File: src/rtl/fifo_nibble_packer_pkg.sv
// Values shared by the 4-bit FIFO and its nibble packer: default widths and
// the packer's two-state controller encoding.
package fifo_nibble_packer_pkg;

    localparam int PKR_DATA_W  = 4;
    localparam int PKR_NIBBLES = 4;

    localparam logic [0:0] FILL = 1'b0;
    localparam logic [0:0] HOLD = 1'b1;

endpackage

File: src/rtl/fifo_nibble_packer.sv
// Drains nibbles from the FIFO read port and packs them LS-slot first into
// wide words, offered downstream on valid/ready; flush emits a partial word.
module fifo_nibble_packer
    import fifo_nibble_packer_pkg::*;
#(
    parameter int DATA_W  = PKR_DATA_W,
    parameter int NIBBLES = PKR_NIBBLES,
    parameter int OUT_W   = DATA_W * NIBBLES,
    parameter int LEN_W   = $clog2(NIBBLES) + 1
) (
    input  logic              clk,
    input  logic              reset,
    input  logic              fifo_empty,
    input  logic [DATA_W-1:0] fifo_data,
    output logic              fifo_rd_en,
    input  logic              flush,
    output logic [OUT_W-1:0]  out_data,
    output logic [LEN_W-1:0]  out_len,
    output logic              out_valid,
    input  logic              out_ready
);

    localparam logic [LEN_W-1:0] FULL_CNT = LEN_W'(NIBBLES);
    localparam logic [LEN_W-1:0] ONE      = LEN_W'(1);

    logic [0:0]       state;
    logic [LEN_W-1:0] issued;
    logic [LEN_W-1:0] captured;
    logic             rd_pend;
    logic             flush_pend;

    logic [LEN_W-1:0] cap_next;
    logic             word_done;
    logic             idle;

    assign cap_next  = captured + ONE;
    assign word_done = rd_pend && (cap_next == FULL_CNT);
    assign idle      = (issued == captured);

    // Qualified by reset so no read is requested while the shared reset is held.
    assign fifo_rd_en = reset && (state == FILL) && !fifo_empty &&
                        (issued < FULL_CNT) && !flush_pend;

    always_ff @(posedge clk) begin
        if (!reset) begin
            state      <= FILL;
            issued     <= '0;
            captured   <= '0;
            rd_pend    <= 1'b0;
            flush_pend <= 1'b0;
            out_data   <= '0;
            out_len    <= '0;
            out_valid  <= 1'b0;
        end else begin
            rd_pend <= fifo_rd_en;
            if (fifo_rd_en)
                issued <= issued + ONE;

            if (rd_pend) begin
                captured <= cap_next;
                for (int k = 0; k < NIBBLES; k++)
                    if (captured == LEN_W'(k))
                        out_data[DATA_W*k +: DATA_W] <= fifo_data;
            end

            case (state)
                FILL: begin
                    if (word_done) begin
                        state     <= HOLD;
                        out_valid <= 1'b1;
                        out_len   <= FULL_CNT;
                    end else if (flush_pend && idle) begin
                        // Nothing in flight: emit what we have, or just drop the request.
                        if (captured != '0) begin
                            state     <= HOLD;
                            out_valid <= 1'b1;
                            out_len   <= captured;
                        end else begin
                            flush_pend <= 1'b0;
                        end
                    end
                end
                HOLD: begin
                    if (out_valid && out_ready) begin
                        state      <= FILL;
                        out_valid  <= 1'b0;
                        issued     <= '0;
                        captured   <= '0;
                        out_data   <= '0;
                        flush_pend <= 1'b0;
                    end
                end
                default: state <= FILL;
            endcase

            // A new request wins over any clear in the same cycle.
            if (flush)
                flush_pend <= 1'b1;
        end
    end

endmodule

File: config.mk
export PLATFORM = sky130hd
export DESIGN_NAME = fifo_nibble_packer
export DESIGN_NICKNAME = d
export VERILOG_FILES = /design/src/rtl/fifo_nibble_packer_pkg.sv /design/src/rtl/fifo_nibble_packer.sv
export SDC_FILE = /design/constraint.sdc
export NUM_CORES = 1
export LEC_CHECK = 0
export ABC_AREA = 0
export ABC_CLOCK_PERIOD_IN_PS = 3100
export CAP_MARGIN = 0
export CORE_UTILIZATION = 50
export CTS_BUF_LIST = sky130_fd_sc_hd__clkbuf_8
export CTS_CLUSTER_SIZE = 25
export DETAILED_ROUTE_END_ITERATION = 8
export GPL_TIMING_DRIVEN = 0
export PLACE_DENSITY_LB_ADDON = 0.08
export SYNTH_ARGS = -nofsm -noshare
export SYNTH_HDL_FRONTEND = slang
export SYNTH_SLANG_ARGS = --single-unit
File: constraint.sdc
create_clock -name clk -period 3.1 [get_ports clk]
set_input_delay 0.31 -clock clk [delete_from_list [all_inputs] [get_ports clk]]
set_output_delay 0.31 -clock clk [all_outputs]
set_load 0.05 [all_outputs]
==> summary.md, run 1 <==
| Metric | Value |
|---|---|
| Status | `finished clean` |
| Number of port buffers | `28` |
| Number of setup buffers added after CTS | `0` |
| Share of cells above drive strength 1 | `0.1044` |
| Vias in the first global route | `996` |
| CTS root buf | `clkbuf_8` |
| Min-Delay Path Class | `in -> reg` |
| Clk_lat worst skew | `280 ps` |
| Net Switching | `0.2309 mW` |
| Fin. Hold Viols | `0` |
| Post-DR wirelength/cell | `13.94 µm` |
| CTS tree | `built` |
| Worst Max-Slew Pin Slew | `500.7 ps` |
| Setup CP Type | `in -> out` |
| Area leader, netlist | `dfxtp_1` |
| Mapped Nets | `162` |
| Synthesis-stage register bit count | `29` |
| Global route overflow | `0` |
| Tmin final | `2353 ps` |
| Largest net degree at the start of global routing | `11` |
| ANT nets after route | `0` |
| Starting DRT DRC Count | `31` |
| Hold-fix buffers, CTS | `0` |
| Max Fanout on Critical Path | `4` |
| Internal Power | `0.5875 mW` |
| Sw frac | `0.2821` |
| Max-slew violations | `0` |
| Yosys warning count | `0` |
| Post-Syn Area | `0.001289 mm²` |
| Avg Inst Size Synth | `8.827 µm²` |
| Drt first pass iters | `4` |
| Total track usage | `0.2278` |
| Number of setup violations in the final report | `0` |
| Yosys cell types | `30` |
| Post-synth EDFFs | `0` |
| Clk pwr share | `0.348` |
| Leakage power | `0.6123 nW` |
| Setup TNS | `0 ps` |
| Most frequent cell after synthesis | `dfxtp_1` |
| Initial antenna violation count | `0` |
| Post-route DRC | `0` |
| Top_reg_cell synth | `dfxtp_1` |
| Post-synth top area share | `0.4505` |
| Clock tree sinks | `29` |
| Max Cap Violations | `0` |
| Synth Instances | `146` |
| Tot Pwr | `0.8184 mW` |
| Vias | `1,159` |
| Area contributors post-synth | `dfxtp_1, nand3_1, a21oi_1` |
| CP arrival | `2040 ps` |
| Post-synthesis sequential area ratio | `0.4505` |
| Power per cell area | `485.2 mW/mm²` |
| Cts bufs inserted | `5` |
| Layout fillers | `213` |
| Logic pwr share | `0.164` |
| Die Ht | `52.77 µm` |
| Share of power burned in registers | `0.488` |
| First-pass GRT wire length | `4.478 mm` |
| Max Buffers Root-to-Sink | `2` |
| CTS clk-pin slew, worst paths | `50 ps` |
| Nets@finish | `197` |
| Period Utilization, post-route | `0.7589` |
| Die ar. | `0.002785 mm²` |
| Die width | `52.77 µm` |
| Slew HR | `0.6651` |
| Wirelength, routed | `2.956 mm` |
| # rows | `18` |
| Layout area overhead | `30.87%` |
| Max VDD drop | `392.3 µV` |
| Num ports | `30` |
| Worst Hold Depth | `2` |
| Via density per instance | `5.467` |
| Post_cts resized | `0` |
| Worst path required time | `2790 ps` |
| CTS H-tree depth | `2` |
| Commonest cells in the netlist | `dfxtp_1, nand2_1, nand3_1` |
| HPWL after DPL | `2.186 mm` |
| Achievable frequency | `425.0 MHz` |
| Clock Skew | `7.036 ps` |
| Core area | `0.002455 mm²` |
| Initial Util | `0.5250` |
| Placer Congestion | `0.7677` |
| Crit path capture type | `primary output` |
| Startpoint Class | `input pin` |
| RSZ-0062 raised after global routing | `false` |
| Asr flop ratio synth | `0` |
| FF-to-FF path depth | `6` |
| ANT cells | `0` |
==> layer usage <==
metal	GRT usage	wire length (µm)	part of all wire	up-vias
met1	0.2877	1342	0.45	545
met3	0.08116	119	0.040	5
met2	0.3523	1464	0.50	28
met4	0.08333	30	0.010	0
met5	0	0	0	-
li1	-	-	-	581
==> final timing paths <==
path | start | endpoint | slack [ps]
max | fifo_empty | fifo_rd_en | 750
min | reset | flush_pend | 290
max reg2reg | captured[0] | flush_pend | 1200
min reg2reg | out_data[15] | out_data[15] | 450
==> through the flow <==
step | std cells | util | hold WS, ps | instance area [µm²] | setup WS, ps
final | 212 | 0.6871 | 288.9 | 1687 | 747.3
after global routing | 212 | 0.6871 | 293.8 | 1687 | 671.3
after CTS | 212 | 0.6871 | 292.5 | 1687 | 722.5
after detailed placement | 204 | 0.6544 | 445.9 | 1607 | 724.9
after global placement | 204 | 0.6544 | 443.7 | 1607 | 756.2
after floorplan | 146 | - | 432.1 | 1289 | 1427
==> sequential cells by signal (all words and copies together) (netlist names) <==
name and count:
flush_pend 1, captured 3, out_valid 1, state 1, rd_pend 1, issued 3
out_len 3, out_data 16
==> critical path, cell delays in order <==
cell and delay, ps:
clkdlybuf4s50_1 400, nor2_1 130, nor4b_4 330, clkdlybuf4s50_1 870
==> kinds of logic (layout without fill, tap and decap cells) <==
group | Yosys count | after routing | share of synthesized area
adders and majority gates | 7 | 7 | 0.06796
AOI/OAI and AO/OA | 29 | 29 | 0.1456
xor gates and xnor gates | 4 | 4 | 0.02718
DFF | 29 | 29 | 0.4505
and+or+nand+nor | 63 | 63 | 0.2476
muxes | 2 | 2 | 0.01553
buffers and inverters | 12 | 48 | 0.04563
==> power by group through the flow <==
stage | combinational [mW] | clock (mW) | sequential [mW]
6_report | 0.134 | 0.284 | 0.400
5_1_grt | 0.143 | 0.302 | 0.401
4_1_cts | 0.134 | 0.285 | 0.400
3_5_place_dp | 0.132 | 0 | 0.408
3_3_place_gp | 0.129 | 0 | 0.407
2_1_floorplan | 0.0726 | 0 | 0.425
==> placed cells by master, fill, tap and decap left out, types with 2 or more instances in the layout <==
cell and count:
o221ai_1 2, clkbuf_8 5, xnor2_1 4, inv_1 7
mux2i_1 2, nand3_1 21, dfxtp_1 29, buf_2 5
ha_1 7, inv_2 2, nor2_1 8, nand2_1 22
a21oi_1 19, clkdlybuf4s50_1 28, nand4_1 3, nor2_2 2
==> final cells by class <==
type | instances | area (µm²) | share of cell area
multi-input combinational | 105 | 649.4 | 0.3850
sequential | 29 | 580.6 | 0.3442
timing repair buffer | 28 | 280.3 | 0.1662
clock buffer | 5 | 68.82 | 0.04080
tap | 30 | 37.54 | 0.02226
buffer | 6 | 36.28 | 0.02151
inverter | 6 | 22.52 | 0.01335
clock inverter | 3 | 11.26 | 0.006677
Note: power is estimated with default switching activity, not from simulation.
==> inputs of run 2 (changes only) <==
- ABC_CLOCK_PERIOD_IN_PS: 3100 -> 2300
- clock period: 3.1 -> 2.3 ns (I/O delays scaled with it)
==> results of run 2 <==
Same layout as run 1 (identical final DEF). Status: finished clean.
Main changes from that run: setup slack after placement 724.9 ps -> 84.94 ps; clock-pin slew on the worst setup and hold paths 50 ps -> 60 ps; setup slack after layout 747.3 ps -> 67.97 ps; hold slack 288.9 ps -> 208.9 ps; start point of the critical path fifo_empty -> state; register-to-register setup slack 1200 ps -> 400 ps; total power 0.8184 mW -> 1.103 mW; worst IR drop on VDD 392.3 µV -> 528.7 µV
==> inputs of run 3 (changes only) <==
- CORE_UTILIZATION: 50 -> 48
- CTS_BUF_LIST: sky130_fd_sc_hd__clkbuf_8 -> not set
==> run 3 against run 2 <==
Effect of this change:
- sequential share of layout area up 0.62 points
- worst setup slack better by 240 ps
- worst hold slack worse by 55 ps
- die area up 4.0%
- first-iteration DRC count down 55%
- sequential cell count unchanged
- global-route usage down 1.1 points
- utilization down 2.4 points
- power down 9.0%
- non-clock buffer count unchanged
- clock-buffer cell count up 1
- sequential power about the same
==> summary.md, run 3 (synthesis gave the netlist of run 1 again) <==
| Metric | Value |
|---|---|
| Status | `finished clean` |
| Cts bufs inserted | `5 (unchanged)` |
| Vias | `1,128 (-2.7%)` |
| Worst path required time | `2070 ps` |
| Max Buffers Root-to-Sink | `2 (unchanged)` |
| Period Utilization, post-route | `0.8645` |
| Hold-fix buffers, CTS | `0 (unchanged)` |
| ANT nets after route | `0 (unchanged)` |
| CTS clk-pin slew, worst paths | `90 ps` |
| Layout area overhead | `28.54%` |
| Crit path capture type | `primary output` |
| Largest reg by FF count | `out_data` |
| Largest net degree at the start of global routing | `11 (unchanged)` |
| CP arrival | `1760 ps` |
| Die width | `53.82 µm (+2.0%)` |
| CP max stage delay | `570 ps (-300 ps)` |
| Max VDD drop | `529.4 µV` |
| Nets@finish | `197 (unchanged)` |
| Post-route DRC | `0 (unchanged)` |
| Core area | `0.002500 mm² (+1.8%)` |
| Worst R2R Setup Slack | `450 ps` |
| Post_cts resized | `1 (+1)` |
| Die ar. | `0.002896 mm² (+4.0%)` |
| Clock tree sinks | `29 (unchanged)` |
| First-pass GRT wire length | `4.167 mm (-6.9%)` |
| WP buf/inv | `2 (unchanged)` |
| Max Cap Violations | `0 (unchanged)` |
| RSZ-0062 raised after global routing | `false` |
| HPWL after DPL | `2.025 mm (-7.4%)` |
| Critical path, cell by cell | `buf_2 -> nor4b_4 -> dlygate4sd2_1` |
| Global route overflow | `0 (unchanged)` |
| Commonest non-fill, non-tap cell in the layout | `dfxtp_1` |
| Tot Pwr | `1.004 mW` |
| CTS tree | `built` |
| Wirelength, routed | `2.747 mm (-7.1%)` |
| Die Ht | `53.82 µm (+2.0%)` |
| Critical path's top delay family | `buffers and inverters` |
| Leakage power | `0.5962 nW (-2.6%)` |
| Number of port buffers | `28 (unchanged)` |
| CP max-delay cell | `dlygate4sd2_1` |
| Vias in the first global route | `989 (-0.70%)` |
| Startpoint Class | `register` |
| Worst Max-Slew Pin Slew | `511.4 ps (+10.74 ps)` |
| Tmin final | `1988 ps` |
| Drt first pass iters | `4 (unchanged)` |
| Post-DR wirelength/cell | `12.96 µm (-7.1%)` |
| Initial antenna violation count | `0 (unchanged)` |
| Number of setup violations in the final report | `0 (unchanged)` |
| Most frequent cells in the layout | `dfxtp_1, clkdlybuf4s50_1, nand2_1, nand3_1, a21oi_1` |
| Power per cell area | `606.1 mW/mm²` |
| Achievable frequency | `502.9 MHz` |
| Clk_lat worst skew | `330 ps (+50 ps)` |
| Clock Skew | `7.574 ps (+0.5384 ps)` |
| Max-slew violations | `0 (unchanged)` |
| # rows | `18 (unchanged)` |
| Placer Congestion | `0.7555 (-1.6%)` |
| Max reg flops | `16 (unchanged)` |
| Num ports | `30 (unchanged)` |
| Total track usage | `0.2165 (-0.01138)` |
| Max Fanout on Critical Path | `8` |
| Number of setup buffers added after CTS | `0 (unchanged)` |
| Slew HR | `0.6580 (-0.007179)` |
| CTS H-tree depth | `2 (unchanged)` |
| Fin. Hold Viols | `0 (unchanged)` |
| Setup CP Type | `reg -> out` |
| Initial Util | `0.5155 (-0.009459)` |
| Min-Delay Path Class | `in -> reg` |
| Setup TNS | `0 ps (unchanged)` |
| Share of cells above drive strength 1 | `0.1154 (+0.01099)` |
| Layout fillers | `223 (+4.7%)` |
| Starting DRT DRC Count | `14 (-55%)` |
| CTS root buf | `clkbuf_4` |
| Via density per instance | `5.321 (-2.7%)` |
| ANT cells | `0 (unchanged)` |
## run 3: cell types whose count changed in the layout (fill, tap and decap cells not counted), sizes merged
cell and change:
clkinv +2, dlygate4sd2 +1, inv -3, clkdlybuf4s50 -1, clkbuf +1
## run 3: worst register-to-register path, cell delays in order (launching register included)
cell,delay (ps)
dfxtp_1,400
ha_1,230
ha_1,310
and3b_1,210
nor2_2,190
nand4_1,120
a32o_1,270
## run 3: final cells by class
class	instances	area [µm²]	share of cell area
Multi-Input combinational cell	105	649.4	0.3920
Sequential cell	29	580.6	0.3505
Timing Repair Buffer	28	279.0	0.1684
Clock buffer	6	41.29	0.02492
Tap cell	30	37.54	0.02266
Buffer	6	36.28	0.02190
Inverter	6	22.52	0.01360
Clock inverter	2	10.01	0.006042
## run 3: path summary, 6_finish.rpt
kind	cells past startpoint	to	startpoint
worst max-delay path	3	fifo_rd_en	state
worst min-delay path	2	flush_pend	reset
worst min register to register	2	out_data[12]	out_data[12]
worst max register to register	6	flush_pend	captured[0]
## run 3: power by group
part           leakage (nW)  internal [mW]  switching (mW)  total [mW]
sequential            0.235          0.520          0.0172       0.537
clock                0.0320          0.116           0.173       0.289
combinational         0.329         0.0690           0.109       0.178
## run 3: per-stage QoR
step / hold WS (ps) / utilization / setup slack (ps) / cell area (µm²) / instances
floorplan: 352.1 / - / 626.9 / 1289 / 146
global placement: 443.8 / 0.6426 / 113.3 / 1607 / 204
detailed placement: 448.4 / 0.6426 / 110.1 / 1607 / 204
CTS: 143.9 / 0.6627 / 288.8 / 1657 / 212
global route: 147.9 / 0.6627 / 206.9 / 1657 / 212
finish: 154.4 / 0.6627 / 311.5 / 1657 / 212
## run 3: per-layer routing
metal / wire, µm / GRT usage
met1: 1283 / 0.2551
met2: 1263 / 0.3230
met4: 51 / 0.1272
met5: 0 / 0
met3: 149 / 0.09322
